`config.mk`:
```
export PLATFORM = sky130hd
export DESIGN_NAME = sub_seq_ctrl
export DESIGN_NICKNAME = d
export VERILOG_FILES = /design/src/rtl/sub_seq_pkg.sv /design/src/rtl/substractor_4bit.sv /design/src/rtl/sub_seq_ctrl.sv
export SDC_FILE = /design/constraint.sdc
export NUM_CORES = 1
export LEC_CHECK = 0
export CORE_MARGIN = 5
export CORE_UTILIZATION = 52
export CTS_CLUSTER_SIZE = 24
export DETAILED_ROUTE_END_ITERATION = 6
export PLACE_DENSITY = 0.77
export SETUP_SLACK_MARGIN = 0.2
export SKIP_CTS_REPAIR_TIMING = 1
export SLEW_MARGIN = 0
export SYNTH_ARGS = -nofsm -noshare
export SYNTH_HDL_FRONTEND = slang
export SYNTH_SLANG_ARGS = --single-unit
```
`constraint.sdc`:
```
create_clock -name i_clk -period 4.6 [get_ports i_clk]
set_input_delay 0.92 -clock i_clk [delete_from_list [all_inputs] [get_ports i_clk]]
set_output_delay 0.92 -clock i_clk [all_outputs]
set_load 0.05 [all_outputs]
```
`src/rtl/sub_seq_pkg.sv`:
```
// Shared types and helpers for the nibble-serial subtract controller.
// Imported by the controller and its 4-bit slice.
package sub_seq_pkg;

    typedef enum logic [1:0] {
        IDLE,
        RUN,
        DONE
    } state_e;

    localparam int NIBBLE_W = 4;

    function automatic int idx_w(input int nibbles);
        return (nibbles <= 1) ? 1 : $clog2(nibbles);
    endfunction

endpackage

```
`src/rtl/substractor_4bit.sv`:
```
// Gate-level 4-bit ripple subtractor: o_sub = i_a - i_b - i_borrow.
// o_borrow is the borrow-out of the top full-subtractor stage.
module substractor_4bit
    import sub_seq_pkg::*;
(
    input  logic [NIBBLE_W-1:0] i_a,
    input  logic [NIBBLE_W-1:0] i_b,
    input  logic                i_borrow,
    output logic [NIBBLE_W-1:0] o_sub,
    output logic                o_borrow
);

    logic [NIBBLE_W:0] chain;

    assign chain[0] = i_borrow;

    for (genvar i = 0; i < NIBBLE_W; i++) begin : g_fs
        logic axb;
        assign axb         = i_a[i] ^ i_b[i];
        assign o_sub[i]    = axb ^ chain[i];
        assign chain[i+1]  = (~i_a[i] & i_b[i]) | (~axb & chain[i]);
    end

    assign o_borrow = chain[NIBBLE_W];

endmodule

```
`src/rtl/sub_seq_ctrl.sv`:
```
// WIDTH-bit subtraction by iterating one 4-bit slice over the nibbles,
// LSB first, with a registered borrow chain and valid/ready handshakes.
module sub_seq_ctrl
    import sub_seq_pkg::*;
#(
    parameter int WIDTH = 16
) (
    input  logic             i_clk,
    input  logic             i_rst,
    input  logic             i_valid,
    output logic             o_ready,
    input  logic [WIDTH-1:0] i_op1,
    input  logic [WIDTH-1:0] i_op2,
    input  logic             i_borrow,
    output logic             o_valid,
    input  logic             i_ready,
    output logic [WIDTH-1:0] o_sub,
    output logic             o_borrow,
    output logic             o_zero,
    output logic             o_busy
);

    localparam int NIBBLES = WIDTH / NIBBLE_W;
    localparam int IDX_W   = idx_w(NIBBLES);
    localparam logic [IDX_W-1:0] LAST = IDX_W'(NIBBLES - 1);

    state_e             state_q, state_d;
    logic [IDX_W-1:0]   k_q, k_d;
    logic [WIDTH-1:0]   op1_q, op1_d;
    logic [WIDTH-1:0]   op2_q, op2_d;
    logic               bor_q, bor_d;
    logic [WIDTH-1:0]   res_q, res_d;
    logic [WIDTH-1:0]   sub_q, sub_d;
    logic               obor_q, obor_d;
    logic               zero_q, zero_d;

    logic [NIBBLE_W-1:0] slice_diff;
    logic                slice_bout;
    logic [WIDTH-1:0]    merged;

    substractor_4bit u_slice (
        .i_a      (op1_q[k_q*NIBBLE_W +: NIBBLE_W]),
        .i_b      (op2_q[k_q*NIBBLE_W +: NIBBLE_W]),
        .i_borrow (bor_q),
        .o_sub    (slice_diff),
        .o_borrow (slice_bout)
    );

    always_comb begin
        state_d = state_q;
        k_d     = k_q;
        op1_d   = op1_q;
        op2_d   = op2_q;
        bor_d   = bor_q;
        res_d   = res_q;
        sub_d   = sub_q;
        obor_d  = obor_q;
        zero_d  = zero_q;
        merged  = res_q;
        merged[k_q*NIBBLE_W +: NIBBLE_W] = slice_diff;

        unique case (state_q)
            IDLE: begin
                if (i_valid) begin
                    op1_d   = i_op1;
                    op2_d   = i_op2;
                    bor_d   = i_borrow;
                    k_d     = '0;
                    res_d   = '0;
                    state_d = RUN;
                end
            end
            RUN: begin
                res_d = merged;
                bor_d = slice_bout;
                k_d   = k_q + 1'b1;
                if (k_q == LAST) begin
                    // Publish the full result only once every nibble is in.
                    sub_d   = merged;
                    obor_d  = slice_bout;
                    zero_d  = (merged == '0);
                    k_d     = '0;
                    state_d = DONE;
                end
            end
            DONE: begin
                if (i_ready) state_d = IDLE;
            end
            default: state_d = IDLE;
        endcase
    end

    always_ff @(posedge i_clk) begin
        if (i_rst) begin
            state_q <= IDLE;
            k_q     <= '0;
            op1_q   <= '0;
            op2_q   <= '0;
            bor_q   <= 1'b0;
            res_q   <= '0;
            sub_q   <= '0;
            obor_q  <= 1'b0;
            zero_q  <= 1'b0;
        end else begin
            state_q <= state_d;
            k_q     <= k_d;
            op1_q   <= op1_d;
            op2_q   <= op2_d;
            bor_q   <= bor_d;
            res_q   <= res_d;
            sub_q   <= sub_d;
            obor_q  <= obor_d;
            zero_q  <= zero_d;
        end
    end

    assign o_ready  = (state_q == IDLE);
    assign o_valid  = (state_q == DONE);
    assign o_busy   = (state_q == RUN);
    assign o_sub    = sub_q;
    assign o_borrow = obor_q;
    assign o_zero   = zero_q;

endmodule

```
==> metrics.md, run 1 <==
| Metric | Value |
|---|---|
| Synth area leader | dfxtp_1 |
| Cell family with most CP delay | adder cells |
| Buf+Inv Stages, Crit Path | 5 |
| Via count | 2,661 |
| Wire per inst | 13.96 microns |
| Synth top area share | 0.4497 |
| Flops & latches, synth | 71 |
| CP Class | flip-flop to flip-flop |
| CTS Buf Count | 9 |
| Row cnt | 28 |
| Synth Instances | 375 |
| DR DRC count | 0 |
| Worst-Skew Late Latency | 340 ps |
| I/O Buffers | 57 |
| Final hold viol count | 0 |
| Peak VDD IR | 0.1807 mV |
| Combinational cell fraction of total power | 0.154 |
| Nets | 466 |
| HPWL Detailed | 4905 microns |
| Reg power frac | 0.484 |
| I/O pin count | 58 |
| Diodes inserted | 0 |
| Count of pins over their slew limit | 0 |
| Final setup margin | 1075 ps |
| Final wirelength | 6967 microns |
| Max Fclk | 0.2836 GHz |
| Slew headroom | 0.3348 |
| Crit end category | flip-flop |
| Worst-Margin Slew | 997.8 ps |
| Period utilisation layout | 0.7664 |
| Number of routed nets with antenna violations | 0 |
| Max Clock Skew | 5.764 ps |
| Most frequent cells in the layout | dfxtp_1, nand2_1, clkdlybuf4s50_1 |
| Total die area | 7737 sq um |
| Avg Cell Area, Syn | 8.428 sq um |
| Post-Syn Area | 3161 sq um |
| Global route overflow | 0 |
| CTS clk-pin slew, worst paths | 70 ps |
| Startpoint class of the critical path | flip-flop |
| CTS max path bufs | 2 |
| Routability congestion estimate | 0.8622 |
| LEAKAGE | 1.429 nW |
| TritonCTS Sinks | 71 |
| Starting Density | 0.5338 |
| DP Worst Slack | 1066 ps |
| Yosys warns | 0 |
| CP arrival | 3760 ps |
| Status | finished, final reports clean |
| Clock power frac | 0.363 |
| P_int | 0.9892 mW |
| Pwr dens | 344.5 nW/um^2 |
| Area grow syn2layout | 23.75% |
| Yosys cell types | 33 |
| Cell Chain, Critical Path | buf_4 -> mux4_2 -> inv_1 -> fa_1 -> inv_1 -> fa_1 -> fa_1 -> inv_1 -> fa_1 -> inv_1 -> a31oi_1 -> and4_1 -> nand4_1 -> o31ai_1 |
| DIE WIDTH | 87.96 microns |
| Critical-path maximum fanout | 15 |
| CORE AREA | 5921 sq um |
| Vias in the first global route | 2,541 |
| Max_cap viols | 0 |
| Commonest non-fill, non-tap cell in the layout | dfxtp_1 |
| CTS Root Cell | clkbuf_8 |
| Slowest Stage Delay on Critical Path | 520 ps |
| Initial antenna violation count | 0 |
| Critical path required time | 4830 ps |
| First-pass GRT wire length | 11,650 microns |
| Fillers | 536 |
| Pre-antenna DRT Iters | 4 |
| Htree depth | 3 |
| Vias/cell | 5.333 |
| Die height | 87.96 microns |
| Switching part of the total | 0.2658 |
| Hold WC Path Type | flip-flop to flip-flop |
| RSZ-0062 raised after global routing | false |
| TritonCTS clock tree | built |
| Tot GR Track Use | 0.1924 |
| Crit path max-delay cell type | mux4_2 |
| NetSw | 0.3581 mW |
| DRT iter0 DRCs | 202 |
| Synth top area cells | dfxtp_1, nand2_1, a21oi_1 |
| Setup_tns | 0 ps |
| Sequential element share of the synthesized area | 0.4497 |
| Layout cell share with drive strength beyond 1 | 0.07075 |
| Largest net degree at the start of global routing | 72 |
| Syn nets | 422 |
| Min cycle time layout | 3525 ps |
| Final setup vio count | 0 |
==> stage by stage <==
stage	total power, mW	cells	utilization	hold slack [ps]	instance area, sq um
2_1_floorplan	0.8009	375	-	433.1	3161
3_3_place_gp	0.8668	483	0.6285	440.9	3721
3_5_place_dp	0.8727	483	0.6285	446.9	3721
4_1_cts	1.356	499	0.6606	457.1	3911
5_1_grt	1.408	499	0.6606	466.3	3911
6_report	1.347	499	0.6606	455.7	3911
==> cells in the mapped netlist <==
| library cell | instances |
|---|---|
| nand4_1 | 3 |
| inv_1 | 12 |
| a31oi_1 | 29 |
| nor3_1 | 2 |
| buf_2 | 7 |
| nor4_1 | 1 |
| nand4bb_1 | 1 |
| o31ai_1 | 1 |
| ha_1 | 6 |
| nor3b_1 | 3 |
| and3b_4 | 1 |
| and2_1 | 2 |
| inv_4 | 1 |
| nand2_1 | 70 |
| nor2_1 | 49 |
| nand2b_1 | 3 |
| nand2_2 | 1 |
| clkbuf_1 | 15 |
| a22oi_1 | 1 |
| nand3b_1 | 1 |
| buf_6 | 1 |
| buf_1 | 3 |
| o22ai_1 | 2 |
| buf_4 | 2 |
| a211oi_1 | 14 |
| nor2b_1 | 8 |
| nand3_1 | 4 |
| and2b_1 | 7 |
| and4_1 | 1 |
| mux4_2 | 8 |
| a21oi_1 | 41 |
| dfxtp_1 | 71 |
| fa_1 | 4 |
==> routing by layer <==
layer  share of wire  track usage  up-vias
li1                -            -     1372
met5               0            0        -
met1            0.46       0.2488     1215
met2            0.47       0.3075       66
met3           0.051      0.03763        8
met4           0.013      0.09484        0
==> path summary, 6_finish.rpt <==
check                start        to  slack, ps  depth (start not counted)
hold / removal    op2_q[0]  op2_q[0]        460                          2
hold reg to reg   op2_q[0]  op2_q[0]        460                          2
setup / recovery    k_q[0]    o_zero       1070                         14
setup reg to reg    k_q[0]    o_zero       1070                         14
==> power groups by stage <==
stage	clock network, mW	logic [mW]	registers (mW)
after floorplan	0	0.140	0.661
after global placement	0	0.202	0.665
after detailed placement	0	0.207	0.665
after CTS	0.497	0.208	0.651
after global routing	0.526	0.228	0.654
final	0.488	0.207	0.652
==> sequential cells by signal, indices dropped and copies added, names as in the netlist <==
signal,flops
o_sub,16
op1_q,16
op2_q,16
res_q,16
k_q,2
state_q,2
bor_q,1
o_borrow,1
o_zero,1
==> worst register-to-register path: stages, from the launching register on <==
cell	delay (ps)
dfxtp_1	480
buf_4	290
mux4_2	520
inv_1	90
fa_1	170
inv_1	50
fa_1	380
fa_1	380
inv_1	80
fa_1	440
inv_1	120
a31oi_1	120
and4_1	170
nand4_1	60
o31ai_1	80
==> cells by family after synthesis <==
group                    after synthesis  share of synthesized area
AND/OR/NAND/NOR                      157                     0.2229
AO/OA/AOI/OAI                         88                     0.1643
flip-flops                            71                     0.4497
buffers and inverters                 41                    0.05700
adder cells (fa/ha/maj)               10                    0.04909
multiplexers                           8                    0.05701
==> cell type report <==
class | instances | area, sq um | area share
multi-input combinational | 263 | 1559 | 0.3986
clock buffer | 12 | 145.1 | 0.03711
tap | 75 | 93.84 | 0.02399
timing repair buffer | 61 | 595.6 | 0.1523
inverter | 13 | 51.30 | 0.01312
sequential | 71 | 1421 | 0.3634
clock inverter | 4 | 45.04 | 0.01152
No activity file was read; power rests on OpenSTA's default activity.
==> run 2: changes to the inputs <==
==> constraint.sdc (replaced) <==
create_clock -name i_clk -period 3.5 [get_ports i_clk]
set_input_delay 0.7 -clock i_clk [delete_from_list [all_inputs] [get_ports i_clk]]
set_output_delay 0.7 -clock i_clk [all_outputs]
set_load 0.05 [all_outputs]
==> metrics.md, run 2 (synthesized netlist as in run 1, its figures left out) <==
| Metric | Value |
|---|---|
| DRT iter0 DRCs | 118 |
| CP Class | flip-flop to flip-flop |
| CTS Buf Count | 9 |
| Layout cell share with drive strength beyond 1 | 0.08197 |
| Buf+Inv Stages, Crit Path | 3 |
| Worst-Margin Slew | 1055 ps |
| First-pass GRT wire length | 12,210 microns |
| Final wirelength | 7263 microns |
| Most Used Layer, Global Route | met2 |
| Row cnt | 28 |
| Most frequent CP cell | fa_1 |
| Area grow syn2layout | 25.42% |
| CP arrival | 3400 ps |
| CTS max path bufs | 2 |
| Hold WC Path Type | flip-flop to flip-flop |
| DR DRC count | 0 |
| DIE WIDTH | 87.96 microns |
| LEAKAGE | 1.449 nW |
| Diodes inserted | 0 |
| Worst hold stages | 2 |
| CORE AREA | 5921 sq um |
| HP Start | op2_q[4] |
| Pwr Total | 1.818 mW |
| Hold Path Sink | op2_q[4] |
| Wire per inst | 14.47 microns |
| Slowest Stage Delay on Critical Path | 540 ps |
| Startpoint class of the critical path | flip-flop |
| Period utilisation layout | 0.8956 |
| Initial antenna violation count | 0 |
| Worst R2R Path Depth | 12 |
| Crit path max-delay cell type | fa_1 |
| Most frequent cells in the layout | nand2_1, dfxtp_1, clkdlybuf4s50_1 |
| CTS Root Cell | clkbuf_8 |
| Finished Layout Cells | 502 |
| Setup_tns | 0 ps |
| Status | finished, final reports clean |
| Multi-input logic area | 1565 sq um |
| Via count | 2,748 |
| Worst-Skew Late Latency | 350 ps |
| Peak VDD IR | 0.3318 mV |
| FF/Latch Area | 1425 sq um |
| R2r setup slk | 370 ps |
| Die height | 87.96 microns |
| Final hold viol count | 0 |
| GR Util met1 | 0.2411 |
| Tot GR Track Use | 0.2034 |
| Starting Density | 0.5338 |
| Max_cap viols | 0 |
| Final setup vio count | 0 |
| Cell Chain, Critical Path | mux4_2 -> fa_1 -> inv_1 -> fa_1 -> fa_1 -> inv_1 -> fa_1 -> inv_1 -> a31oi_2 -> and4_1 -> nand4_1 -> o31ai_1 |
| Cell family with most CP delay | adder cells |
| Vias/cell | 5.474 |
| Pre-antenna DRT Iters | 4 |
| Slew headroom | 0.2967 |
| Routability congestion estimate | 0.8643 |
| Vias in the first global route | 2,668 |
| Critical path required time | 3760 ps |
| Fillers | 525 |
| Critical-path maximum fanout | 4 |
| Pwr dens | 458.7 nW/um^2 |
| R2r endpoint | o_zero |
| I/O pin count | 58 |
| RSZ-0062 raised after global routing | false |
| Largest net degree at the start of global routing | 53 |
| Met2 usage | 0.3486 |
| CTS clk-pin slew, worst paths | 70 ps |
| Nets | 469 |
| TritonCTS clock tree | built |
| Met3 usage | 0.04139 |
| Count of pins over their slew limit | 0 |
| Placed insts | 486 |
| HPWL Detailed | 5072 microns |
| Crit end category | flip-flop |
| I/O Buffers | 57 |
| Total die area | 7737 sq um |
| Number of routed nets with antenna violations | 0 |
| Max Clock Skew | 4.671 ps |
| Htree depth | 3 |
| TritonCTS Sinks | 71 |
| Min cycle time layout | 3135 ps |
| RR Startpoint | k_q[0] |
| Global route overflow | 0 |
| Max Fclk | 0.3190 GHz |
[run 2: cell count changes in the layout (fill, tap and decap cells not counted), sizes merged]
cell / delta
buf: +3
clkinv: -3
clkbuf: +2
clkinvlp: +1
[run 2: how the worst max path moves through the flow]
stage | slack [ps] | endpoint | start | cells after the start
after floorplan | 200 | o_zero | k_q[0] | 14
after global placement | 390 | o_zero | k_q[0] | 12
after detailed placement | 270 | o_zero | k_q[0] | 12
after CTS | 260 | o_zero | k_q[0] | 12
after global routing | 190 | o_zero | k_q[0] | 12
final | 370 | o_zero | k_q[0] | 12
[run 2: per-layer routing]
metal | part of all wire | up-vias
li1 | - | 1380
met4 | 0.022 | 0
met3 | 0.055 | 13
met1 | 0.41 | 1274
met2 | 0.51 | 81
met5 | 0 | -
[run 2: through the flow]
step,setup slack [ps],cell area (sq um),util,hold slack [ps]
3_5_place_dp,272.0,3744,0.6323,445.2
3_3_place_gp,394.8,3744,0.6323,440.1
6_report,365.4,3964,0.6695,454.8
4_1_cts,257.2,3954,0.6678,455.3
5_1_grt,187.9,3964,0.6695,481.9
2_1_floorplan,201.5,3163,-,433.1
[run 2: worst register-to-register path, delay by kind of cell (launching register included)]
family | cells | cell delay, ps
DFF | 1 | 380
buffers and inverters | 3 | 220
AOI/OAI and AO/OA | 2 | 400
and+or+nand+nor | 2 | 290
adders and majority gates | 4 | 1250
muxes | 1 | 510
[run 2: final cells by class]
class,count,share of cell area
repair buffers,64,0.1559
inverters,13,0.01294
clock inverters,2,0.009470
well taps,75,0.02367
flip-flops and latches,71,0.3595
multi-input cells,263,0.3949
clock buffers,14,0.04356
[run 2: power breakdown]
part           internal, mW  switching, mW  leakage [nW]  total [mW]
sequential            0.837         0.0183         0.578       0.856
combinational         0.119          0.161         0.767       0.280
clock                 0.388          0.294         0.103       0.682
==> run 3: changes to the inputs <==
--- a/config.mk
+++ b/config.mk
@@ -5,6 +5,7 @@
 export SDC_FILE = /design/constraint.sdc
 export NUM_CORES = 1
 export LEC_CHECK = 0
+export CAP_MARGIN = 20
 export CORE_MARGIN = 5
 export CORE_UTILIZATION = 52
 export CTS_CLUSTER_SIZE = 24
==> constraint.sdc (replaced) <==
create_clock -name i_clk -period 3.2 [get_ports i_clk]
set_input_delay 0.64 -clock i_clk [delete_from_list [all_inputs] [get_ports i_clk]]
set_output_delay 0.64 -clock i_clk [all_outputs]
set_load 0.02 [all_outputs]
==> metrics.md, run 3 (synthesized netlist as in run 1, its figures left out) <==
| Metric | Value |
|---|---|
| Status | finished, final reports clean |
| Crit end category | flip-flop |
| Max Fclk | 0.3250 GHz |
| Critical-path maximum fanout | 4 |
| Largest net degree at the start of global routing | 53 |
| Minimum hold slack | 453.3 ps |
| HP Start | op2_q[4] |
| Cell family with most CP delay | adder cells |
| Count of pins over their slew limit | 0 |
| Row cnt | 28 |
| Period utilisation layout | 0.9614 |
| Max_cap viols | 0 |
| Final wirelength | 7070 microns |
| Slowest Stage Delay on Critical Path | 570 ps |
| Area grow syn2layout | 26.92% |
| HPWL Detailed | 4944 microns |
| LEAKAGE | 1.451 nW |
| Startpoint class of the critical path | flip-flop |
| Pwr Total | 1.978 mW |
| CTS Root Cell | clkbuf_8 |
| Worst-Skew Late Latency | 350 ps |
| Starting Density | 0.5338 |
| Peak VDD IR | 0.2813 mV |
| Wire per inst | 14.06 microns |
| Pwr dens | 493.2 nW/um^2 |
| Tot GR Track Use | 0.1975 |
| CTS clk-pin slew, worst paths | 70 ps |
| Final setup vio count | 0 |
| First-pass GRT wire length | 11,790 microns |
| DR DRC count | 0 |
| Most frequent CP cell | fa_2 |
| Setup_tns | 0 ps |
| Min cycle time layout | 3077 ps |
| Initial antenna violation count | 0 |
| Hold WC Path Type | flip-flop to flip-flop |
| Die height | 87.96 microns |
| Via count | 2,712 |
| CTS max path bufs | 2 |
| Total die area | 7737 sq um |
| Diodes inserted | 0 |
| Htree depth | 3 |
| Final hold viol count | 0 |
| Pre-antenna DRT Iters | 4 |
| Most frequent cells in the layout | nand2_1, dfxtp_1, clkdlybuf4s50_1 |
| Vias in the first global route | 2,647 |
| Nets | 471 |
| RR Startpoint | k_q[0] |
| DIE WIDTH | 87.96 microns |
| Slew headroom | 0.3046 |
| CORE AREA | 5921 sq um |
| Number of routed nets with antenna violations | 0 |
| Max Clock Skew | 8.739 ps |
| Crit path from | k_q[0] |
| TritonCTS Sinks | 71 |
| Worst-Margin Slew | 1043 ps |
| TritonCTS clock tree | built |
| Critical path required time | 3470 ps |
| Layout cell share with drive strength beyond 1 | 0.1145 |
| CP Class | flip-flop to flip-flop |
| Global route overflow | 0 |
| Cell Chain, Critical Path | mux4_2 -> fa_2 -> inv_2 -> fa_2 -> fa_2 -> inv_2 -> fa_2 -> inv_4 -> a31oi_4 -> and4_1 -> nand4_1 -> o31ai_1 |
| CTS Buf Count | 9 |
| Vias/cell | 5.392 |
| Buf+Inv Stages, Crit Path | 3 |
| I/O Buffers | 57 |
| I/O pin count | 58 |
| DRT iter0 DRCs | 159 |
| Routability congestion estimate | 0.8488 |
| CP arrival | 3340 ps |
| RSZ-0062 raised after global routing | true |
| Crit path max-delay cell type | fa_2 |
run 3: cell count changes in the layout (fill, tap and decap cells not counted), sizes merged:
| cell | before | now |
|---|---|---|
| buf | 8 | 10 |
| clkbuf | 14 | 12 |
| clkinv | 0 | 1 |
run 3: per-stage QoR:
stage / instances / area [sq um] / utilization / setup WS [ps]
2_1_floorplan: 375 / 3177 / - / -1.258
3_3_place_gp: 487 / 3757 / 0.6346 / 127.5
3_5_place_dp: 487 / 3757 / 0.6346 / 52.96
4_1_cts: 502 / 3955 / 0.6680 / 37.14
5_1_grt: 503 / 4011 / 0.6775 / -13.65
6_report: 503 / 4011 / 0.6775 / 123.4
run 3: cell type report:
| class | count | area (sq um) |
|---|---|---|
| multi-input cells | 263 | 1604 |
| fillers | 501 | 1909 |
| well taps | 75 | 93.84 |
| flip-flops and latches | 71 | 1425 |
| clock buffers | 12 | 155.1 |
| inverters | 13 | 53.80 |
| clock inverters | 3 | 42.54 |
| repair buffers | 66 | 636.9 |
run 3: power breakdown:
group	leakage [nW]	total (mW)	internal (mW)	switching [mW]
Combinational	0.774	0.320	0.142	0.178
Clock	0.0985	0.724	0.397	0.326
Sequential	0.578	0.934	0.916	0.0187
run 3: path summary, 6_finish.rpt:
path	endpoint	slack [ps]	cells past startpoint
min	op2_q[4]	450	2
max	o_zero	120	12
min reg2reg	op2_q[4]	450	2
max reg2reg	o_zero	120	12
run 3: metal layers:
layer,part of all wire,wire [microns],up-vias,global-route usage
li1,-,-,1385,-
met5,0,0,-,0
met3,0.058,407,10,0.05644
met1,0.43,3059,1246,0.2354
met4,0.013,91,0,0.08229
met2,0.50,3512,71,0.3336
run 3: worst min-delay path: stages, from the launching register on:
cell,delay [ps]
dfxtp_1,310
nand2_1,50
a21oi_1,50
